`config.mk`:
```
export PLATFORM = sky130hd
export DESIGN_NAME = psum_acc_ctrl_flat
export DESIGN_NICKNAME = d
export VERILOG_FILES = /design/src/rtl/corelet_pkg.sv /design/src/rtl/psum_acc_ctrl_if.sv /design/src/rtl/psum_lane_add.sv /design/src/rtl/psum_acc_ctrl.sv /design/src/flat_wrapper.sv
export SDC_FILE = /design/constraint.sdc
export NUM_CORES = 1
export LEC_CHECK = 0
export ABC_AREA = 1
export ABC_CLOCK_PERIOD_IN_PS = 11900
export CAP_MARGIN = 20
export CORE_ASPECT_RATIO = 0.5
export CORE_MARGIN = 1
export CORE_UTILIZATION = 55
export CTS_CLUSTER_DIAMETER = 80
export CTS_CLUSTER_SIZE = 24
export DETAILED_ROUTE_END_ITERATION = 10
export PLACE_DENSITY = 0.95
export SYNTH_ARGS = -nofsm -noshare
export SYNTH_HDL_FRONTEND = slang
export SYNTH_SLANG_ARGS = --single-unit
```
`constraint.sdc`:
```
create_clock -name clk -period 11.9 [get_ports clk]
set_clock_uncertainty 0.1 [all_clocks]
set_input_delay 2.38 -clock clk [delete_from_list [all_inputs] [get_ports clk]]
set_output_delay 2.38 -clock clk [all_outputs]
set_load 0.01 [all_outputs]
```
`src/rtl/corelet_pkg.sv`:
```
// rtl/corelet_pkg.sv - shared types, sizes and lane helper for the psum accumulator
package corelet_pkg;

  localparam int COL     = 8;
  localparam int PSUM_BW = 16;
  localparam int NUM_KIJ = 9;
  localparam int NUM_OUT = 16;
  localparam int ADDR_W  = 9;
  localparam int ROW_W   = COL * PSUM_BW;
  localparam int CNT_W   = $clog2(NUM_OUT);

  localparam logic [ADDR_W-1:0] PMEM_BASE = '0;

  typedef enum logic [2:0] {
    IDLE,
    FETCH,
    RD,
    ACC,
    WR,
    FIN
  } psum_acc_ctrl_state_t;

  // Extract lane `lane` of a packed row.
  function automatic logic [PSUM_BW-1:0] lane_slice(input logic [ROW_W-1:0] row, input int lane);
    return row[lane*PSUM_BW +: PSUM_BW];
  endfunction

endpackage

```
`src/rtl/psum_acc_ctrl_if.sv`:
```
// rtl/psum_acc_ctrl_if.sv - ofifo pop port and PMEM (OP) SRAM port bundle
interface psum_acc_ctrl_if;
  import corelet_pkg::*;

  logic             ofifo_valid;
  logic             ofifo_rd;
  logic [ROW_W-1:0] ofifo_out;
  logic [ROW_W-1:0] OP_q;
  logic [ROW_W-1:0] OP_d;
  logic [ADDR_W-1:0] OP_addr;
  logic             OP_cen;
  logic             OP_wen;

  // master: the accumulator controller
  modport master (
    input  ofifo_valid, ofifo_out, OP_q,
    output ofifo_rd, OP_d, OP_addr, OP_cen, OP_wen
  );

  // slave: the ofifo and PMEM side
  modport slave (
    output ofifo_valid, ofifo_out, OP_q,
    input  ofifo_rd, OP_d, OP_addr, OP_cen, OP_wen
  );

endinterface

```
`src/rtl/psum_lane_add.sv`:
```
// rtl/psum_lane_add.sv - one psum lane adder with optional ReLU; PSUM_SAT_EN selects saturating add
module psum_lane_add
  import corelet_pkg::*;
(
  input  logic [PSUM_BW-1:0] a,
  input  logic [PSUM_BW-1:0] b,
  input  logic               relu_en,
  output logic [PSUM_BW-1:0] y
);

  logic [PSUM_BW-1:0] sum;

`ifdef PSUM_SAT_EN
  logic [PSUM_BW:0] wide;

  // Sign-extended add; clamp when the two top bits disagree (overflow)
  always_comb begin
    wide = {a[PSUM_BW-1], a} + {b[PSUM_BW-1], b};
    if (wide[PSUM_BW] != wide[PSUM_BW-1]) begin
      sum = wide[PSUM_BW] ? {1'b1, {(PSUM_BW-1){1'b0}}} : {1'b0, {(PSUM_BW-1){1'b1}}};
    end else begin
      sum = wide[PSUM_BW-1:0];
    end
  end
`else
  assign sum = a + b;
`endif

  // ReLU after the add (and after any clamp)
  assign y = (relu_en && sum[PSUM_BW-1]) ? '0 : sum;

endmodule

```
`src/rtl/psum_acc_ctrl.sv`:
```
// rtl/psum_acc_ctrl.sv - per-kij-pass PMEM write / read-modify-write sequencer
module psum_acc_ctrl
  import corelet_pkg::*;
(
  input  logic            clk,
  input  logic            reset,
  input  logic            start,
  input  logic [3:0]      kij_idx,
  output logic            busy,
  output logic            done,
  psum_acc_ctrl_if.master bus
);

  psum_acc_ctrl_state_t state, state_nxt;
  logic [CNT_W-1:0] row_cnt, row_cnt_nxt;
  logic [ROW_W-1:0] row_reg, row_reg_nxt;
  logic [3:0]       kij_reg, kij_nxt;
  logic [ROW_W-1:0] add_a, add_b, add_y;
  logic             relu_en;
  logic             ofifo_rd;
  logic             op_cen;
  logic             op_wen;

  // Adder operands: accumulate PMEM data in ACC, otherwise pass the ofifo row
  // through with b=0 so ReLU-at-load reuses the same lanes.
  always_comb begin
    if (state == ACC) begin
      add_a   = row_reg;
      add_b   = bus.OP_q;
      relu_en = (kij_reg == 4'(NUM_KIJ - 1));
    end else begin
      add_a   = bus.ofifo_out;
      add_b   = '0;
      relu_en = (kij_reg == 4'd0) && (NUM_KIJ == 1);
    end
  end

  for (genvar i = 0; i < COL; i++) begin : g_lane
    psum_lane_add u_lane (
      .a       (lane_slice(add_a, i)),
      .b       (lane_slice(add_b, i)),
      .relu_en (relu_en),
      .y       (add_y[i*PSUM_BW +: PSUM_BW])
    );
  end

  // State and datapath registers
  always_ff @(posedge clk or posedge reset) begin
    if (reset) begin
      state   <= IDLE;
      row_cnt <= '0;
      row_reg <= '0;
      kij_reg <= '0;
    end else begin
      state   <= state_nxt;
      row_cnt <= row_cnt_nxt;
      row_reg <= row_reg_nxt;
      kij_reg <= kij_nxt;
    end
  end

  // Next-state and output decode
  always_comb begin
    state_nxt   = state;
    row_cnt_nxt = row_cnt;
    row_reg_nxt = row_reg;
    kij_nxt     = kij_reg;
    busy        = (state != IDLE);
    done        = 1'b0;
    ofifo_rd    = 1'b0;
    op_cen      = 1'b1;
    op_wen      = 1'b1;
    case (state)
      IDLE: begin
        if (start && (kij_idx < 4'(NUM_KIJ))) begin
          kij_nxt     = kij_idx;
          row_cnt_nxt = '0;
          state_nxt   = FETCH;
        end
      end
      FETCH: begin
        if (bus.ofifo_valid) begin
          ofifo_rd    = 1'b1;
          row_reg_nxt = add_y;
          state_nxt   = (kij_reg == 4'd0) ? WR : RD;
        end
      end
      RD: begin
        op_cen    = 1'b0;
        state_nxt = ACC;
      end
      ACC: begin
        row_reg_nxt = add_y;
        state_nxt   = WR;
      end
      WR: begin
        op_cen = 1'b0;
        op_wen = 1'b0;
        if (row_cnt == CNT_W'(NUM_OUT - 1)) begin
          state_nxt = FIN;
        end else begin
          row_cnt_nxt = row_cnt + 1'b1;
          state_nxt   = FETCH;
        end
      end
      FIN: begin
        done      = 1'b1;
        state_nxt = IDLE;
      end
      default: state_nxt = IDLE;
    endcase
  end

  assign bus.ofifo_rd = ofifo_rd;
  assign bus.OP_cen   = op_cen;
  assign bus.OP_wen   = op_wen;
  assign bus.OP_addr  = PMEM_BASE + ADDR_W'(row_cnt);
  assign bus.OP_d     = row_reg;

endmodule
```
`src/flat_wrapper.sv`:
```
// flat-port wrapper written by rule: the top's interface ports become plain ports
module psum_acc_ctrl_flat import corelet_pkg::*;
  (clk, reset, start, kij_idx, busy, done, bus_ofifo_valid, bus_ofifo_out, bus_OP_q, bus_ofifo_rd, bus_OP_d, bus_OP_addr, bus_OP_cen, bus_OP_wen);
  psum_acc_ctrl_if bus_i ();
  input  logic clk;
  input  logic reset;
  input  logic start;
  input  logic [3:0] kij_idx;
  output logic busy;
  output logic done;
  input wire logic [$bits(bus_i.ofifo_valid)-1:0] bus_ofifo_valid;
  input wire logic [$bits(bus_i.ofifo_out)-1:0] bus_ofifo_out;
  input wire logic [$bits(bus_i.OP_q)-1:0] bus_OP_q;
  output wire logic [$bits(bus_i.ofifo_rd)-1:0] bus_ofifo_rd;
  output wire logic [$bits(bus_i.OP_d)-1:0] bus_OP_d;
  output wire logic [$bits(bus_i.OP_addr)-1:0] bus_OP_addr;
  output wire logic [$bits(bus_i.OP_cen)-1:0] bus_OP_cen;
  output wire logic [$bits(bus_i.OP_wen)-1:0] bus_OP_wen;
  assign bus_i.ofifo_valid = bus_ofifo_valid;
  assign bus_i.ofifo_out = bus_ofifo_out;
  assign bus_i.OP_q = bus_OP_q;
  assign bus_ofifo_rd = bus_i.ofifo_rd;
  assign bus_OP_d = bus_i.OP_d;
  assign bus_OP_addr = bus_i.OP_addr;
  assign bus_OP_cen = bus_i.OP_cen;
  assign bus_OP_wen = bus_i.OP_wen;
  psum_acc_ctrl u_core (.clk(clk), .reset(reset), .start(start), .kij_idx(kij_idx), .busy(busy), .done(done), .bus(bus_i));
endmodule
```
# --- Word-level counts from Yosys, hierarchy flattened ---
# Cells that the tools add are included.
word_totals:
  register_bits: 139
  in_bits: 264
  out_inout_bits: 142
  elab_cells: 69
op_classes:
  add_sub_neg: 9
  magnitude_cmp: 1
  n_eq_ne: 10
  mux: 26
  reduce_logical: 19
ops:
  columns: ["operator", "n"]
  rows:
  - ["128-bit 2-to-1 mux", 3]
  - ["128-bit case mux with 2 select lines", 1]
  - ["16-bit adder", 8]
  - ["16-bit 2-to-1 mux", 8]
  - ["3-bit case mux with 5 select lines", 1]
  - ["3-bit 2-to-1 mux", 4]
  - ["1-bit logical AND", 9]
  - ["4-bit equality test (second input constant)", 2]
  - ["4-bit 2-to-1 mux", 2]
  - ["4-bit case mux with 2 select lines", 1]
  - ["3-bit by 2-bit equality test with 1-bit output (second input constant)", 2]
  - ["3-bit equality test (second input constant)", 2]
  - ["1-bit 2-to-1 mux", 6]
  - ["2-bit AND reduction", 3]
  - ["4-bit by 1-bit adder with 4-bit output (second input constant)", 1]
  - ["4-bit logical NOT", 1]
  - ["4-bit < comparator (second input constant)", 1]
  - ["2-bit != test (second input constant)", 2]
  - ["2-bit nonzero test", 2]
  - ["3-bit by 1-bit equality test with 1-bit output (second input constant)", 1]
  - ["3-bit logical NOT", 1]
  - ["3-bit AND reduction", 1]
  - ["3-bit nonzero test", 1]
  - ["2-bit by 1-bit != test with 1-bit output (second input constant)", 1]
  - ["2-bit OR reduction", 1]

# --- Logic depth before layout (Yosys ltp) ---
# Gate-level depths: netlist (run 1).
depth:
  ltp_word: 7
  mapped_depth: 22
  depth_no_buf: 19

# --- Cells and area by module ---
# A second synthesis (run 1) with hierarchy kept.
hier_totals:
  cells_unflattened: 2935
  area_unflattened_um2: 17869.6
by_module_without_submodules:
  columns: ["mod", "n_inst", "cells_each", "area_per_inst_um2", "seq_area_each_um2"]
  rows:
  - ["psum_acc_ctrl", 1, 1196, 8533.2, 3478.3]
  - ["psum_lane_add at u_core.g_lane[1].u_lane ...", 7, 218, 1168.6, 0.0]
  - ["psum_lane_add at u_core.g_lane[0].u_lane", 1, 213, 1156.1, 0.0]

# --- Least setup slack after synthesis (run 1) ---
# Ideal clock, no wire load.
synth_timing:
  kind: "in2out"
  from: "in bus_ofifo_valid"
  to: "out bus_ofifo_rd"
  t_arrival_ps: 2606
  t_required_ps: 9420
  path_slack_ps: 6814
  cell_stages: 2
  n_path_buf: 0
  path_cell_list: "inv_1 nor2_1"
synth_between:
  elab_chain_cells: 2
synth_lines:
  columns: ["item", "line", "rtl"]
  rows:
  - ["start, declared", "flat_wrapper.sv:11", "input wire logic [$bits(bus_i.ofifo_valid)-1:0] bus_ofifo_valid;"]
  - ["1-bit 2-to-1 mux", "psum_acc_ctrl.sv:82", "if (bus.ofifo_valid) begin"]
  - ["1-bit 2-to-1 mux", "psum_acc_ctrl.sv:73", "case (state)"]
  - ["end, declared", "flat_wrapper.sv:14", "output wire logic [$bits(bus_i.ofifo_rd)-1:0] bus_ofifo_rd;"]
# No other way between the ends.

# --- Final worst setup path (run 1) ---
# Ends and elaborated chain as after synthesis.

==> results of run 1 <==
-- layer usage --
metal | vias to the layer above | track usage [%] | part of all wire [%]
li1 | 9164 | - | -
met1 | 8226 | 41.12 | 42
met2 | 644 | 59.09 | 48
met3 | 149 | 5.144 | 5.7
met4 | 0 | 18.20 | 4.6
met5 | - | 0 | 0
-- final cells by class --
| cell class | instances | area [um2] |
|---|---|---|
| Antenna cell | 1 | 2.502 |
| Clock buffer | 18 | 439.2 |
| Clock inverter | 14 | 219.0 |
| Fill cell | 2318 | 7322 |
| Inverter | 506 | 1909 |
| Multi-Input combinational cell | 2088 | 10020 |
| Sequential cell | 139 | 3478 |
| Tap cell | 382 | 478.0 |
| Timing Repair Buffer | 407 | 4056 |
-- where the power goes --
group	leakage [nW]	internal, mW	total (mW)	switching [mW]
Clock	0.316	0.378	0.619	0.240
Sequential	1.72	0.707	0.919	0.213
Combinational	10.2	1.05	2.54	1.49
Total	12.3	2.14	4.08	1.94
-- cell families after synthesis --
kind of cell             Yosys count
AND/OR/NAND/NOR                 1781
buffers and inverters            588
flip-flops                       139
AO/OA/AOI/OAI                    113
XOR/XNOR                          60
adder cells (fa/ha/maj)          129
other                              1
-- placed cells by master, fill, tap and decap left out, drive strengths merged --
| cell | count |
|---|---|
| dfrtp | 139 |
| nor2 | 220 |
| nand3b | 9 |
| xor2 | 25 |
| clkdlybuf4s50 | 400 |
| ha | 121 |
| nand3 | 237 |
| xnor2 | 35 |
| o21bai | 3 |
| o21ai | 41 |
| bufinv | 5 |
| conb | 5 |
| nor3 | 21 |
| diode | 1 |
| nand4 | 23 |
| nand2 | 1254 |
| clkbuf | 18 |
| inv | 507 |
| and2 | 11 |
| a21oi | 67 |
| clkinv | 6 |
| fa | 8 |
| or2 | 6 |
| o31ai | 2 |
| clkinvlp | 2 |
| buf | 7 |
-- worst max-delay path: cells and delay by family --
kind | cells | cell delay [ns]
and+or+nand+nor | 1 | 0.12
buffers and inverters | 3 | 1.12
-- metrics by stage --
| stage | power, mW | hold WS (ns) |
|---|---|---|
| after global routing | 4.419 | 0.4208 |
| after detailed placement | 3.431 | 0.3866 |
| after global placement | 3.367 | 0.3875 |
| after CTS | 4.067 | 0.4049 |
| after floorplan | 2.465 | 0.4159 |
| final | 4.081 | 0.4032 |
-- worst max-delay path by stage --
stage / depth (start not counted) / end / from / slack (ns)
final: 4 / bus_ofifo_rd / bus_ofifo_valid / 5.79
after CTS: 4 / bus_ofifo_rd / bus_ofifo_valid / 5.83
after global routing: 4 / bus_ofifo_rd / bus_ofifo_valid / 5.79
after floorplan: 1 / u_core.bus.OP_d[0] / reset / 5.70
after detailed placement: 4 / bus_ofifo_rd / bus_ofifo_valid / 5.83
after global placement: 4 / bus_ofifo_rd / bus_ofifo_valid / 5.85
==> metrics.txt, run 1 <==
largest net degree at the start of global routing 97; nets 3,552; worst-path fanout max 3; Synth async-reset ratio 100.0%; worst hold path stage count 2; remaining global-route overflow 0; CP dominant cell by count clkdlybuf4s50_1; Setup Buffers After CTS 0; worst r2r dst u_core.bus.OP_d[101]; # clock sinks 139; Hold WC Path Type register to register; worst r2r src u_core.state[2]; Synth Cell Area 15,760 um2; Rel. slew slack 33.60%; status finished clean; post-route DRC violation count 0; H-tree Lvls 4; per-cell routed wire length 14.08 um; Hold Crit Endpoint u_core.bus.OP_d[88]; synthesized flop and latch total 139; clock network latency to the later pin of the worst-skew pair 0.46 ns; Ports 406; R2R depth 16; CTS tree built; Yosys cell types 30; cell taking the most area after synthesis nand2_1; startpoint types input port; fin crit period 6.111 ns; placed cells 3,522; initial core utilization 56.43%; area grow syn2layout 30.74%; via count 18,183; Mapped Cells 2,811; core area 27,920 um2; unrepaired setup endpoints after global routing false; CP max stage delay 0.55 ns; Worst-Margin Slew 0.9960 ns; Rows 43; clock buffer depth 2; initial drt markers 1,225; Worst EP arrival 3.63 ns; All-Layer GR Usage 34.11%; Final Non-Filler Cells 3,555; simple-gate area share of the yosys netlist 45.71%; sequential area share after synthesis 22.07%; IO buf count 400; Final Hold Fails 0; fraction of final layout cells with drive strength greater than 1 1.955%; drt pass-1 iters 7; CTS root buf clkbuf_16; Worst VDD drop 0.0001517 V; multiplexer area fraction after synthesis 0%; Final Max Slew Viols 0; design area 20,600 um2; gpl congestion 0.9680; first-pass GRT wire length 80.17 mm; Die Wd 241.4 um; required time of the critical path 9.42 ns; yosys warns 0; final worst-path cycle share 51.35%; Pwr Density 198.1 nW/um2; synth top area cells nand2_1, dfrtp_1, inv_1; achievable frequency 163.6 MHz; hold_sp u_core.bus.OP_d[88]; leakage 12.26 nW; Die Y 121.7 um; FF-to-FF setup slack 7.14 ns; syn avg cell area 5.606 um2; Critical Path End Type primary output; Post-Route Utilization 73.78%; total CTS buffers 17; Die Area 29,370 um2; Reg clk slew, reported paths 0.07 ns; dpl ws 5.833 ns; Critical Path, Cell by Cell clkdlybuf4s50_1 -> inv_1 -> nor2_1 -> clkdlybuf4s50_1; PostCTS Resize Cnt 0; Hold-fix buffers, CTS 0; final worst slack 5.789 ns; count of flip-flops with a built-in enable after synthesis 0; Worst path slowest cell clkdlybuf4s50_1; Synth top area share 29.87%; Post-Synth XOR/XNOR Area 3.335%; max cap viols 0; Post-synth top cells nand2_1, inv_1, nand3_1; Final ANT Viol Nets 0; Compound-Gate Fraction of Synth Area 3.692%; Post-Synth Adder-Cell Area 10.62%; initial antenna violation count 1; dpl hpwl 37.88 mm; vias in the first global route 16,895; drt total wl 50.04 mm; Largest register FFs 128; final-report setup violation count 0; main combinational cell family by area after synthesis simple AND/OR/NAND/NOR gates; Setup Total Neg Slack 0 ns; top_reg_cell synth dfrtp_1; Via density 5.115; Placed Area 19,940 um2; top-count cell post-synth nand2_1; CP Class input port to primary output
Power figures use the tool's default switching activity.
==> run 2, diff against run 1 <==
--- a/config.mk
+++ b/config.mk
@@ -6,15 +6,15 @@
 export NUM_CORES = 1
 export LEC_CHECK = 0
 export ABC_AREA = 1
-export ABC_CLOCK_PERIOD_IN_PS = 11900
+export ABC_CLOCK_PERIOD_IN_PS = 5900
 export CAP_MARGIN = 20
 export CORE_ASPECT_RATIO = 0.5
 export CORE_MARGIN = 1
-export CORE_UTILIZATION = 55
+export CORE_UTILIZATION = 51
 export CTS_CLUSTER_DIAMETER = 80
 export CTS_CLUSTER_SIZE = 24
 export DETAILED_ROUTE_END_ITERATION = 10
-export PLACE_DENSITY = 0.95
+export PLACE_DENSITY = 0.9
 export SYNTH_ARGS = -nofsm -noshare
 export SYNTH_HDL_FRONTEND = slang
 export SYNTH_SLANG_ARGS = --single-unit
==> constraint.sdc (replaced) <==
create_clock -name clk -period 5.9 [get_ports clk]
set_clock_uncertainty 0.1 [all_clocks]
set_input_delay 1.18 -clock clk [delete_from_list [all_inputs] [get_ports clk]]
set_output_delay 1.18 -clock clk [all_outputs]
set_load 0.01 [all_outputs]
==> metrics.txt, run 2 (synthesized netlist as in run 1, its figures left out) <==
PostCTS Resize Cnt 0 (unchanged); Largest register FFs 128 (unchanged); FF-to-FF setup slack 2.00 ns (was 7.14 ns); Die Area 31,650 um2 (was 29,370 um2); unrepaired setup endpoints after global routing false (unchanged); Via density 5.091 (was 5.115); core area 30,350 um2 (was 27,920 um2); worst-path fanout max 73 (was 3); CTS root buf clkbuf_16 (unchanged); initial core utilization 51.92% (was 56.43%); R2R depth 15 (was 16); required time of the critical path 6.13 ns (was 9.42 ns); Tot Pwr 8.070 mW (was 4.081 mW); H-tree Lvls 4 (unchanged); Final Hold Fails 0 (unchanged); dpl hpwl 40.12 mm (was 37.88 mm); Critical Path End Type register (was primary output); Worst Setup SP u_core.state[1] (was bus_ofifo_valid); Rows 45 (was 43); CP Buf/Inv Count 2 (was 3); Placed Area 20,000 um2 (was 19,940 um2); Rel. slew slack 28.15% (was 33.60%); most frequent cells in the layout nand2_1, inv_1, clkdlybuf4s50_1 (unchanged); Post-Route Utilization 67.66% (was 73.78%); achievable frequency 256.3 MHz; max cap viols 0 (unchanged); design area 20,530 um2 (was 20,600 um2); worst r2r dst u_core.bus.OP_d[124] (was u_core.bus.OP_d[101]); gpl congestion 0.9808 (was 0.9680); fraction of final layout cells with drive strength greater than 1 1.797% (was 1.955%); drt pass-1 iters 7 (unchanged); clock network latency to the later pin of the worst-skew pair 0.46 ns (about the same); most common cell after layout, fill and taps aside nand2_1 (unchanged); vias in the first global route 17,248 (was 16,895); Setup Total Neg Slack 0 ns (unchanged); CP top delay family simple AND/OR/NAND/NOR gates (was buffers and inverters); final worst-path cycle share 66.12%; CP max stage delay 0.68 ns (was 0.55 ns); drt total wl 52.01 mm (was 50.04 mm); Worst path slowest cell buf_4 (was clkdlybuf4s50_1); Critical Path, Cell by Cell nand3_4 -> buf_4 -> buf_4 -> nand2_1 -> nand2_1 -> ha_1 -> or2_2 -> nand3_1 -> nand2_1 -> nand2_1 -> nand2_1 -> nand2_1 -> nand3_2 -> nand3_1 -> nand2_1 (was clkdlybuf4s50_1 -> inv_1 -> nor2_1 -> clkdlybuf4s50_1); Pwr Density 393.0 nW/um2 (was 198.1 nW/um2); clock buffer depth 2 (unchanged); leakage 12.22 nW (was 12.26 nW); CTS tree built (unchanged); CP Class register to register (was input port to primary output); All-Layer GR Usage 32.78% (was 34.11%); nets 3,556 (was 3,552); area grow syn2layout 30.32% (was 30.74%); Ports 406 (unchanged); CP endpoint u_core.bus.OP_d[124] (was bus_ofifo_rd); CP dominant cell by count nand2_1 (was clkdlybuf4s50_1); dpl ws 2.017 ns (was 5.833 ns); post-route DRC violation count 0 (unchanged); worst hold slack 0.4076 ns (was 0.4032 ns); per-cell routed wire length 14.56 um (was 14.08 um); startpoint types register (was input port); IO buf count 400 (unchanged); status finished clean (unchanged); remaining global-route overflow 0 (unchanged); Setup Buffers After CTS 0 (unchanged); Final Max Slew Viols 0 (unchanged); Hold WC Path Type register to register (unchanged); initial antenna violation count 2 (was 1); Worst-Margin Slew 1.074 ns (was 0.9960 ns); Die Y 126.3 um (was 121.7 um); Die Wd 250.6 um (was 241.4 um); Final Non-Filler Cells 3,573 (was 3,555); Reg clk slew, reported paths 0.06 ns (was 0.07 ns); Worst VDD drop 0.0002227 V (was 0.0001517 V); Hold-fix buffers, CTS 0 (unchanged); Worst EP arrival 4.13 ns (was 3.63 ns); final worst slack 1.999 ns (was 5.789 ns); worst r2r src u_core.state[1] (was u_core.state[2]); final-report setup violation count 0 (unchanged); largest net degree at the start of global routing 74 (was 97); via count 18,191 (was 18,183); # clock sinks 139 (unchanged); Final ANT Viol Nets 0 (unchanged); Critical Path Stages 15 (was 4); total CTS buffers 17 (unchanged); fin crit period 3.901 ns; initial drt markers 1,642 (was 1,225); placed cells 3,543 (was 3,522); first-pass GRT wire length 84.04 mm (was 80.17 mm)
[run 2: changes by cell type in the layout (fill, tap and decap cells not counted), sizes merged, moves of 2 or more]
cell / delta
clkbuf: +7
buf: +4
bufinv: -4
clkinv: -4
clkinvlp: -2
[run 2: how the worst min path moves through the flow]
stage | start | to | slack [ns] | depth (start not counted)
floorplan | u_core.kij_reg[2] | u_core.kij_reg[2] | 0.42 | 2
global placement | u_core.bus.OP_d[107] | u_core.bus.OP_d[107] | 0.39 | 2
detailed placement | u_core.bus.OP_d[50] | u_core.bus.OP_d[50] | 0.39 | 2
CTS | u_core.bus.OP_d[50] | u_core.bus.OP_d[50] | 0.41 | 2
global route | u_core.bus.OP_d[75] | u_core.bus.OP_d[75] | 0.43 | 2
finish | u_core.bus.OP_d[50] | u_core.bus.OP_d[50] | 0.41 | 2
[run 2: layout make-up]
cell class	count	area (um2)
sequential	139	3478
clock inverter	3	40.04
fill	2730	9813
timing repair buffer	411	4099
antenna	2	5.005
clock buffer	25	485.5
multi-input combinational	2088	10020
inverter	506	1909
tap	399	499.2
[run 2: per-layer routing]
metal | vias to the layer above | track usage [%] | wire length (um)
li1 | 9175 | - | -
met1 | 8336 | 39.33 | 22010
met2 | 558 | 59.36 | 25710
met3 | 122 | 3.714 | 2365
met4 | 0 | 14.72 | 1923
met5 | - | 0 | 0
[run 2: tightest hold or removal path, stage by stage, from the launching register on]
cell,delay [ns]
dfrtp_1,0.36
nand2_1,0.06
nand2_1,0.06
[run 2: power breakdown]
part	total [mW]	internal (mW)	switching, mW
logic	5.16	2.13	3.02
clock network	1.05	0.602	0.444
registers	1.87	1.43	0.442
